### config.mk
export PLATFORM = sky130hd
export DESIGN_NAME = operand_sequencer
export DESIGN_NICKNAME = d
export VERILOG_FILES = /design/src/rtl/operand_sequencer.sv
export SDC_FILE = /design/constraint.sdc
export NUM_CORES = 1
export LEC_CHECK = 0
export CAP_MARGIN = 25
export CORE_MARGIN = 2
export CORE_UTILIZATION = 25
export DETAILED_ROUTE_END_ITERATION = 12
export PLACE_DENSITY = 0.55
export SYNTH_ARGS = -nofsm -noshare
export SYNTH_HDL_FRONTEND = slang
export SYNTH_SLANG_ARGS = --single-unit
### constraint.sdc
create_clock -name clk -period 2.6 [get_ports clk]
set_clock_uncertainty 0.2 [all_clocks]
set_input_delay 0.52 -clock clk [delete_from_list [all_inputs] [get_ports clk]]
set_output_delay 0.52 -clock clk [all_outputs]
set_load 0.02 [all_outputs]
### src/rtl/operand_sequencer.sv
// operand_sequencer: synchronises and debounces the load/clear buttons, loads
// the switch value into A then B, and offers the pair through valid/ready.
//   clk, rst       : clock, asynchronous active-high reset
//   sw_data        : raw switch operand value
//   btn_load       : raw load button (bouncy)
//   btn_clear      : raw clear button (bouncy)
//   op_ready       : consumer has taken the operand pair
//   reg_a, reg_b   : operand pair to the ALU
//   operands_valid : reg_a/reg_b hold a complete, unconsumed pair
//   state          : 00 WAIT_A, 01 WAIT_B, 10 READY
//   load_count     : completed pairs, wrapping
module operand_sequencer #(
    parameter int DEBOUNCE_CYCLES = 50000,
    parameter int SYNC_STAGES     = 2
) (
    input  logic       clk,
    input  logic       rst,
    input  logic [7:0] sw_data,
    input  logic       btn_load,
    input  logic       btn_clear,
    input  logic       op_ready,
    output logic [7:0] reg_a,
    output logic [7:0] reg_b,
    output logic       operands_valid,
    output logic [1:0] state,
    output logic [7:0] load_count
);
    localparam int CW = $clog2(DEBOUNCE_CYCLES + 1);
    localparam logic [CW-1:0] DEB_MAX = CW'(DEBOUNCE_CYCLES);
    localparam logic [1:0] WAIT_A = 2'b00;
    localparam logic [1:0] WAIT_B = 2'b01;
    localparam logic [1:0] READY  = 2'b10;

    logic [SYNC_STAGES-1:0]      load_sync, clear_sync;
    logic [SYNC_STAGES-1:0][7:0] sw_sync;
    logic [1:0]                  btn_sync, deb, deb_q;
    logic [CW-1:0]               cnt [2];
    logic                        load_pulse, clear_pulse;
    logic [7:0]                  sw_now;

    always_ff @(posedge clk or posedge rst) begin
        if (rst) begin
            load_sync  <= '0;
            clear_sync <= '0;
            sw_sync    <= '0;
        end else begin
            load_sync  <= {load_sync[SYNC_STAGES-2:0], btn_load};
            clear_sync <= {clear_sync[SYNC_STAGES-2:0], btn_clear};
            sw_sync    <= {sw_sync[SYNC_STAGES-2:0], sw_data};
        end
    end

    assign btn_sync = {clear_sync[SYNC_STAGES-1], load_sync[SYNC_STAGES-1]};
    assign sw_now   = sw_sync[SYNC_STAGES-1];

    // A level change is accepted only if it is still present when the
    // counter has reached DEBOUNCE_CYCLES; any return to the old level restarts it.
    always_ff @(posedge clk or posedge rst) begin
        if (rst) begin
            deb    <= '0;
            deb_q  <= '0;
            cnt[0] <= '0;
            cnt[1] <= '0;
        end else begin
            deb_q <= deb;
            for (int i = 0; i < 2; i++) begin
                if (btn_sync[i] == deb[i]) begin
                    cnt[i] <= '0;
                end else if (cnt[i] == DEB_MAX) begin
                    deb[i] <= btn_sync[i];
                    cnt[i] <= '0;
                end else begin
                    cnt[i] <= cnt[i] + 1'b1;
                end
            end
        end
    end

    assign load_pulse  = deb[0] & ~deb_q[0];
    assign clear_pulse = deb[1] & ~deb_q[1];

    // In READY a load always restarts from A: with op_ready the handshake
    // completes first, without it the pair is abandoned; both end in WAIT_B.
    always_ff @(posedge clk or posedge rst) begin
        if (rst) begin
            reg_a          <= '0;
            reg_b          <= '0;
            operands_valid <= 1'b0;
            state          <= WAIT_A;
            load_count     <= '0;
        end else if (clear_pulse) begin
            reg_a          <= '0;
            reg_b          <= '0;
            operands_valid <= 1'b0;
            state          <= WAIT_A;
        end else begin
            case (state)
                WAIT_A: begin
                    if (load_pulse) begin
                        reg_a <= sw_now;
                        state <= WAIT_B;
                    end
                end
                WAIT_B: begin
                    if (load_pulse) begin
                        reg_b          <= sw_now;
                        state          <= READY;
                        operands_valid <= 1'b1;
                        load_count     <= load_count + 8'd1;
                    end
                end
                READY: begin
                    if (load_pulse) begin
                        reg_a          <= sw_now;
                        state          <= WAIT_B;
                        operands_valid <= 1'b0;
                    end else if (op_ready) begin
                        state          <= WAIT_A;
                        operands_valid <= 1'b0;
                    end
                end
                default: begin
                    state          <= WAIT_A;
                    operands_valid <= 1'b0;
                end
            endcase
        end
    end
endmodule
==> results of run 1 <==
## routing by layer
layer  vias up  wire [um]  track usage  share of wire
li1       1077          -            -              -
met2        35       2800        0.141           0.44
met1      1038       3150        0.129           0.50
met3        10        279       0.0321          0.044
met4         0        127       0.0458          0.020
met5         -          0            0              0
## metrics by stage
stage	instances	total power (W)
floorplan	283	0.00141
CTS	511	0.00259
finish	511	0.00255
detailed placement	495	0.00144
global placement	495	0.00144
global route	511	0.00266
## report_power, final
| part | internal, W | switching [W] |
|---|---|---|
| clock | 0.000645 | 0.000494 |
| combinational | 0.0000336 | 0.0000466 |
| sequential | 0.00132 | 0.0000180 |
| total | 0.00199 | 0.000558 |
## cells by family (layout without fill, tap and decap cells)
logic type,count (synthesis),count (layout)
AOI/OAI and AO/OA,24,24
xor gates and xnor gates,35,35
adders and majority gates,5,5
buffers and inverters,19,71
DFF,83,83
muxes,3,3
and+or+nand+nor,114,114
## flip-flops by register name (all words and copies together) (netlist names)
| name | count |
|---|---|
| reg_b | 8 |
| deb_q | 2 |
| reg_a | 8 |
| sw_sync | 8 |
| cnt | 32 |
| sw_now | 8 |
| clear_sync | 2 |
| load_sync | 2 |
| operands_valid | 1 |
| state | 2 |
| deb | 2 |
| load_count | 8 |
## layout make-up
| class | count | share of cell area |
|---|---|---|
| Sequential cell | 83 | 0.491 |
| Multi-Input combinational cell | 181 | 0.281 |
| Timing Repair Buffer | 43 | 0.102 |
| Clock buffer | 12 | 0.0559 |
| Tap cell | 176 | 0.0521 |
| Inverter | 12 | 0.0115 |
| Clock inverter | 4 | 0.00651 |
## cells in the mapped netlist
master	instances
nand4b_1	2
buf_4	1
nand4bb_1	1
and4_2	1
clkbuf_1	2
xor2_1	13
nand3_1	11
nor3_1	6
a22o_1	16
a21oi_1	5
or4_1	2
and3_1	2
nor3b_1	1
buf_6	3
nand2_1	15
nand4_1	13
or4b_1	2
and4_1	2
mux2_2	3
dfrtp_1	83
o21ai_0	1
nor2b_1	3
nor2_1	40
xnor2_1	22
nor4_1	8
inv_1	12
nor4_2	2
nand2b_1	3
buf_12	1
ha_1	5
a31o_2	2
## how the worst min path moves through the flow
stage                        from  depth (start not counted)             to  slack (ns)
floorplan           clear_sync[0]                          0  clear_sync[1]        0.13
global placement       sw_sync[7]                          0      sw_now[7]        0.13
detailed placement     sw_sync[0]                          0      sw_now[0]        0.14
CTS                    sw_sync[5]                          0      sw_now[5]        0.15
global route           sw_sync[2]                          0      sw_now[2]        0.15
finish                 sw_sync[5]                          0      sw_now[5]        0.14
==> impl_metrics.py, run 1 <==
metrics = {
    "outcome": {
        "status": "finished clean",
    },
    "sta": {
        "drv_slew": 0,
        "layout_worst_path_cycle_share": 0.826,
        "hold_slack_ns": 0.144,
        "slew-limit-headroom": 0.333,
        "tns_ns": 0,
        "worst_slack_ns": 0.453,
        "worstMarginPinSlew_ns": 0.993,
        "setup_viol_count_final": 0,
        "rsz0062_at_grt": "no",
        "final-hold-violation-count": 0,
        "max_freq_ghz": 0.466,
        "min_period_ns": 2.15,
    },
    "critical_path": {
        "crit_fanout": 6,
        "crit_path_max_incr_delay_ns": 0.64,
        "start_kind": "flip-flop",
        "cp_top_family": "buffers and inverters",
        "rr_worst_depth": 5,
        "endpoint": "load_count[0]",
        "end_kind": "output pin",
        "cp.arrival_ns": 1.43,
        "worst_r2r_endpoint": "cnt[30]",
        "cpMaxStageDelayCell": "clkdlybuf4s50_1",
        "path_class": "flip-flop to output pin",
        "worstReg2RegStart": "cnt[21]",
        "required_ns": 1.88,
        "cp_num_cells": 1,
        "crit_buf_inv": 1,
        "path_cells": "clkdlybuf4s50_1",
        "regToRegSetupSlack_ns": 0.49,
        "crit_start": "load_count[0]",
    },
    "placement": {
        "io_buffers": 39,
        "dpl.hpwl_um": 4340,
        "placed_cell_area_um2": 3970,
        "place.gp.congestion": 0.817,
        "place_ws_ns": 0.462,
    },
    "synthesis": {
        "ys_seq_elements": 83,
        "yosysSeqAreaShare": 0.615,
        "yosys-mux-area-fraction": 0.0100,
        "netlist_area_um2": 3380,
        "synth_fp_nets": 301,
        "synthCells": 283,
        "yosysWarningCount": 0,
        "ys_top_cells_by_area": "dfrtp_1, xnor2_1, nor2_1",
        "synth-simple-area-share": 0.177,
        "synth_xor_xnor_area_share": 0.0907,
        "synth_top_family_by_area": "simple AND/OR/NAND/NOR gates",
        "yosysTopAreaCellShare": 0.615,
        "synth_area_per_cell_um2": 11.9,
        "synth-adder-area-share": 0.0185,
        "synth_compound_area_frac": 0.0556,
        "yosys.area.top_type": "dfrtp_1",
        "yosysUniqueCellTypes": 31,
    },
    "global_routing": {
        "grt_pass1_wl_um": 10900,
        "gr-total-overflow": 0,
        "antenna_found_initial": 0,
        "grt_pass1_vias": 2228,
        "grt_max_degree": 84,
        "gr-usage-all-layers": 0.0966,
    },
    "finish": {
        "layout_commonest_cell": "dfrtp_1",
        "multi_input_area_um2": 1190,
        "fin_util": 0.319,
        "final_cell_mix": "dfrtp_1, nor2_1, clkdlybuf4s50_1",
        "layout.nets": 348,
        "regArea_um2": 2080,
        "n_fill_cell": 1355,
        "n_antenna_cell": 0,
        "fin_area_um2": 4230,
        "syn2layout_area_growth_pct": 25.2,
        "drive_gt1_frac": 0.0776,
    },
    "route": {
        "drt-total-wl_um": 6360,
        "first_pass_iters": 4,
        "wire_per_inst_um": 12.4,
        "ant_nets": 0,
        "vias": 2160,
        "first_iter_violations": 175,
        "drc": 0,
        "avgViaCountPerCell": 4.23,
    },
    "floorplanning": {
        "die_h_um": 120,
        "ios": 40,
        "start_util": 0.255,
        "coreArea_um2": 13200,
        "die_w_um": 120,
        "rows": 42,
        "die-area_um2": 14500,
    },
    "clock_tree": {
        "numCtsBuffers": 9,
        "ctsHtreeMaxLevel": 3,
        "clock_latency_ns": 0.34,
        "postCtsSetupBuffers": 0,
        "cts_tree": "done",
        "clock-sinks": 83,
        "cts_resized": 0,
        "root_buffer": "clkbuf_16",
        "cts.clk_slew.worst_paths_ns": 0.06,
        "hold_buffers": 0,
        "cts_max_path_buffers": 2,
    },
    "flow_run": {
        "maxCapViolations": 0,
    },
    "power_and_ir_drop": {
        "power_leakage_nw": 1.76,
        "ir_drop_mv": 0.282,
        "p_per_area_nw_per_um2": 603,
    },
    "hold_path": {
        "hp-class": "flip-flop to flip-flop",
    },
}
Note: power is estimated with default switching activity, not from simulation.
==> inputs of run 2 (changes only) <==
- clock period: 2.6 -> 1.9 ns (I/O delays scaled with it)
==> run 2 against run 1 <==
- critical path depth rose by 4
- global-route usage rose by 0.64 points
- combinational power rose by 100%
- via count rose by 9.7%
- die area did not move
- sequential share of layout area fell by 4.6 points
- core utilization rose by 3.3 points
- worst hold slack improved by 0.0037 ns
- sequential power rose by 37%
- routed wire length rose by 9.0%
- critical endpoint is now cnt[2]
- largest power group unchanged
==> impl_metrics.py, run 2 (synthesis gave the netlist of run 1 again) <==
metrics = {
    "critical_path": {
        "cpMaxStageDelayCell": "or4b_4",
        "required_ns": 1.93,
        "crit_fanout": 8,
        "crit_path_max_incr_delay_ns": 0.53,
        "start_kind": "flip-flop",
        "path_class": "flip-flop to flip-flop",
        "cp_num_cells": 5,
        "regToRegSetupSlack_ns": 0.004,
        "path_cells": "or4b_4 -> nor4_4 -> nand2b_4 -> clkbuf_16 -> nor2_1",
        "crit_buf_inv": 1,
        "rr_worst_depth": 5,
        "end_kind": "flip-flop",
        "cp_top_family": "simple AND/OR/NAND/NOR gates",
        "cp.arrival_ns": 1.93,
    },
    "sta": {
        "layout_worst_path_cycle_share": 0.998,
        "worstMarginPinSlew_ns": 0.615,
        "final-hold-violation-count": 0,
        "slew-limit-headroom": 0.588,
        "rsz0062_at_grt": "yes",
        "max_freq_ghz": 0.527,
        "drv_slew": 0,
        "min_period_ns": 1.90,
        "worst_slack_ns": 0.00357,
        "setup_viol_count_final": 0,
    },
    "clock_tree": {
        "cts_max_path_buffers": 2,
        "ctsHtreeMaxLevel": 3,
        "numCtsBuffers": 9,
        "cts.clk_slew.worst_paths_ns": 0.06,
        "cts_tree": "done",
        "clock-sinks": 83,
        "root_buffer": "clkbuf_16",
        "clock_latency_ns": 0.34,
        "hold_buffers": 0,
    },
    "route": {
        "drc": 0,
        "first_pass_iters": 4,
        "first_iter_violations": 154,
        "wire_per_inst_um": 12.9,
        "avgViaCountPerCell": 4.40,
        "drt-total-wl_um": 6930,
        "ant_nets": 0,
        "vias": 2370,
    },
    "floorplanning": {
        "start_util": 0.255,
        "rows": 42,
        "die_h_um": 120,
        "ios": 40,
        "die-area_um2": 14500,
        "coreArea_um2": 13200,
        "die_w_um": 120,
    },
    "power_and_ir_drop": {
        "p_per_area_nw_per_um2": 775,
        "p_switching_w": 0.000812,
        "pwr-share-comb": 0.045,
        "p_clk_frac": 0.452,
        "p_int_w": 0.00281,
        "p_seq_frac": 0.503,
        "power_leakage_nw": 2.20,
        "sw_frac_of_total": 0.225,
        "ir_drop_mv": 0.416,
    },
    "finish": {
        "syn2layout_area_growth_pct": 38.1,
        "max_flop_register": "cnt",
        "n_antenna_cell": 0,
        "drive_gt1_frac": 0.226,
        "layout.nets": 376,
        "final_cell_mix": "dfrtp_1, buf_4, nor2_1",
        "layout_commonest_cell": "dfrtp_1",
        "n_fill_cell": 1299,
        "fin_area_um2": 4670,
        "largest_reg_flops": 32,
    },
    "placement": {
        "dpl.hpwl_um": 4820,
        "io_buffers": 39,
        "placed_cell_area_um2": 4190,
        "place.gp.congestion": 0.798,
        "place_ws_ns": -0.0733,
    },
    "hold_path": {
        "hp-class": "flip-flop to flip-flop",
        "min_path_cells": 0,
    },
    "flow_run": {
        "maxCapViolations": 0,
    },
    "outcome": {
        "status": "finished clean",
    },
    "global_routing": {
        "gr-total-overflow": 0,
        "gr-usage-all-layers": 0.103,
        "grt_pass1_wl_um": 11500,
        "antenna_found_initial": 0,
        "grt_pass1_vias": 2349,
        "grt_max_degree": 39,
    },
}
[run 2: path summary, 6_finish.rpt]
| check | from | end |
|---|---|---|
| hold reg to reg | clear_sync[0] | clear_sync[1] |
| hold / removal | clear_sync[0] | clear_sync[1] |
| setup reg to reg | cnt[11] | cnt[2] |
| max in group asynchronous | rst | reg_b[4] |
| setup / recovery | cnt[11] | cnt[2] |
| min in group asynchronous | rst | cnt[21] |
[run 2: power by group through the flow]
stage | Combinational, W | Sequential, W | Clock [W]
3_3_place_gp | 0.000139 | 0.00185 | 0
4_1_cts | 0.000154 | 0.00182 | 0.00169
3_5_place_dp | 0.000141 | 0.00185 | 0
5_1_grt | 0.000182 | 0.00182 | 0.00178
6_report | 0.000161 | 0.00182 | 0.00164
2_1_floorplan | 0.0000773 | 0.00185 | 0
[run 2: layout make-up]
type / instances / area (um2) / area share
inverter: 12 / 48.8 / 0.0105
clock buffer: 10 / 239 / 0.0512
sequential: 83 / 2080 / 0.445
clock inverter: 6 / 47.5 / 0.0102
tap: 176 / 220 / 0.0472
multi-input combinational: 181 / 1320 / 0.282
timing repair buffer: 71 / 718 / 0.154
[run 2: stage by stage]
| stage | hold slack (ns) | utilization | instances | TNS (ns) | total power [W] |
|---|---|---|---|---|---|
| detailed placement | 0.136 | 0.317 | 520 | -1.81 | 0.00199 |
| CTS | 0.150 | 0.344 | 538 | -0.597 | 0.00366 |
| global placement | 0.134 | 0.317 | 520 | -1.16 | 0.00199 |
| finish | 0.147 | 0.352 | 539 | 0 | 0.00362 |
| floorplan | 0.131 | - | 283 | -0.856 | 0.00193 |
| global route | 0.152 | 0.352 | 539 | -2.11 | 0.00378 |
[run 2: metal layers]
layer  wire length, um  up-vias  track usage  part of all wire
met2              3230       47        0.158              0.47
met4               146        0       0.0501             0.021
met1              3240     1175        0.133              0.47
li1                  -     1137            -                 -
met5                 0        -            0                 0
met3               309       11       0.0307             0.045
[run 2: what timing repair did]
| item | in CTS | in global routing |
|---|---|---|
| setup buffers | 2 | 0 |
| resized for setup | 38 | 26 |
| hold endpoints to repair | 0 | 0 |
| gates cloned | 0 | 1 |
| endpoints found under the setup margin | 59 | 44 |
| pin swaps | 17 | 6 |
==> inputs of run 3 (changes only) <==
- CORE_UTILIZATION: 25 -> 55
- PLACE_DENSITY: 0.55 -> 0.91
- SKIP_LAST_GASP: default -> 1
- clock period: 1.9 -> 2 ns (I/O delays scaled with it)
==> run 3 against run 2 <==
- final cell count decreased by 20%
- register-to-register slack improved by 0.05 ns
- routed wire length increased by 6.2%
- highest routed layer unchanged
==> impl_metrics.py, run 3 (synthesis gave the netlist of run 1 again) <==
metrics = {
    "outcome": {
        "status": "finished clean",
    },
    "sta": {
        "setup_viol_count_final": 0,
        "hold_slack_ns": 0.158,
        "tns_ns": 0,
        "max_freq_ghz": 0.508,
        "final-hold-violation-count": 0,
        "worstMarginPinSlew_ns": 0.604,
        "slew-limit-headroom": 0.596,
        "layout_worst_path_cycle_share": 0.983,
        "min_period_ns": 1.97,
        "drv_slew": 0,
        "worst_slack_ns": 0.0333,
    },
    "placement": {
        "place_ws_ns": -0.0266,
        "place.gp.congestion": 0.861,
        "placed_cell_area_um2": 3990,
        "dpl.hpwl_um": 4790,
        "io_buffers": 39,
    },
    "floorplanning": {
        "rows": 28,
        "start_util": 0.571,
        "die_w_um": 82.4,
        "die-area_um2": 6780,
        "ios": 40,
        "die_h_um": 82.4,
        "coreArea_um2": 5920,
    },
    "flow_run": {
        "maxCapViolations": 0,
    },
    "critical_path": {
        "endpoint": "operands_valid",
        "regToRegSetupSlack_ns": 0.05,
        "end_kind": "output pin",
        "crit_buf_inv": 1,
        "cp_top_family": "buffers and inverters",
        "worst_r2r_endpoint": "cnt[20]",
        "cpMaxStageDelayCell": "clkdlybuf4s50_1",
        "crit_fanout": 2,
        "rr_worst_depth": 5,
        "start_kind": "flip-flop",
        "crit_start": "operands_valid",
        "path_class": "flip-flop to output pin",
        "cp.arrival_ns": 1.37,
        "cp_num_cells": 1,
        "path_cells": "clkdlybuf4s50_1",
        "required_ns": 1.40,
        "crit_path_max_incr_delay_ns": 0.65,
        "worstReg2RegStart": "cnt[28]",
    },
    "route": {
        "drc": 0,
        "first_pass_iters": 4,
        "ant_nets": 0,
        "vias": 2440,
        "wire_per_inst_um": 17.0,
        "first_iter_violations": 131,
        "avgViaCountPerCell": 5.65,
        "drt-total-wl_um": 7360,
    },
    "finish": {
        "layout.nets": 370,
        "n_antenna_cell": 0,
        "n_fill_cell": 369,
        "layout_commonest_cell": "dfrtp_1",
        "fin_util": 0.723,
        "max_flop_register": "cnt",
        "fin_area_um2": 4280,
        "drive_gt1_frac": 0.162,
        "final_cell_mix": "dfrtp_1, nor2_1, clkdlybuf4s50_1",
        "syn2layout_area_growth_pct": 26.7,
        "largest_reg_flops": 32,
    },
    "clock_tree": {
        "clock_latency_ns": 0.36,
        "root_buffer": "clkbuf_8",
        "ctsHtreeMaxLevel": 3,
        "cts.clk_slew.worst_paths_ns": 0.09,
        "numCtsBuffers": 9,
        "cts_max_path_buffers": 2,
        "clock-sinks": 83,
        "cts_tree": "done",
    },
    "power_and_ir_drop": {
        "power_leakage_nw": 2.02,
        "p_per_area_nw_per_um2": 735,
        "p_int_w": 0.00238,
        "sw_frac_of_total": 0.245,
        "pwr-share-comb": 0.039,
        "p_switching_w": 0.000771,
        "ir_drop_mv": 0.682,
        "p_seq_frac": 0.549,
        "p_clk_frac": 0.412,
    },
    "global_routing": {
        "gr-usage-all-layers": 0.246,
        "gr-total-overflow": 0,
        "grt_pass1_wl_um": 12000,
        "grt_pass1_vias": 2483,
        "antenna_found_initial": 0,
        "grt_max_degree": 84,
    },
    "hold_path": {
        "hp-class": "flip-flop to flip-flop",
    },
}
## run 3: cell type report
type                       instances  area [um2]  share of cell area
clock buffer                       9         124              0.0289
tap                               75        93.8              0.0219
clock inverter                     7        90.1              0.0211
multi-input combinational        181        1240               0.289
timing repair buffer              65         607               0.142
sequential                        83        2080               0.485
inverter                          12        48.8              0.0114
## run 3: how the worst min path moves through the flow
stage                             start            end  slack [ns]  cells after the start
after global routing         sw_sync[2]      sw_now[2]        0.17                      0
after CTS                    sw_sync[4]      sw_now[4]        0.16                      0
after detailed placement     sw_sync[4]      sw_now[4]        0.14                      0
final                        sw_sync[4]      sw_now[4]        0.16                      0
after floorplan           clear_sync[0]  clear_sync[1]        0.13                      0
after global placement       sw_sync[7]      sw_now[7]        0.13                      0
## run 3: metal layers
layer | track usage | wire [um] | share of wire
met2 | 0.433 | 3970 | 0.54
met5 | 0 | 0 | 0
met1 | 0.277 | 2870 | 0.39
met4 | 0.115 | 210 | 0.029
met3 | 0.0663 | 310 | 0.042
## run 3: stage by stage
step,std cells,total power (W)
after floorplan,283,0.00183
after global placement,414,0.00187
after detailed placement,414,0.00188
after CTS,431,0.00317
after global routing,432,0.00326
final,432,0.00315
## run 3: timing repair
action | in CTS | in global routing
endpoints found under the hold margin | 0 | 0
pin swaps | 1 | 2
setup endpoints to repair | 15 | 47
hold buffers | 0 | 0
gates cloned | 0 | 0
buffers inserted | 1 | 1
resized for setup | 14 | 11
## run 3: power groups by stage
stage | clock (W) | sequential, W | combinational (W)
2_1_floorplan | 0 | 0.00176 | 0.0000726
3_3_place_gp | 0 | 0.00176 | 0.000113
3_5_place_dp | 0 | 0.00176 | 0.000118
4_1_cts | 0.00132 | 0.00173 | 0.000122
5_1_grt | 0.00139 | 0.00173 | 0.000141
6_report | 0.00130 | 0.00173 | 0.000124
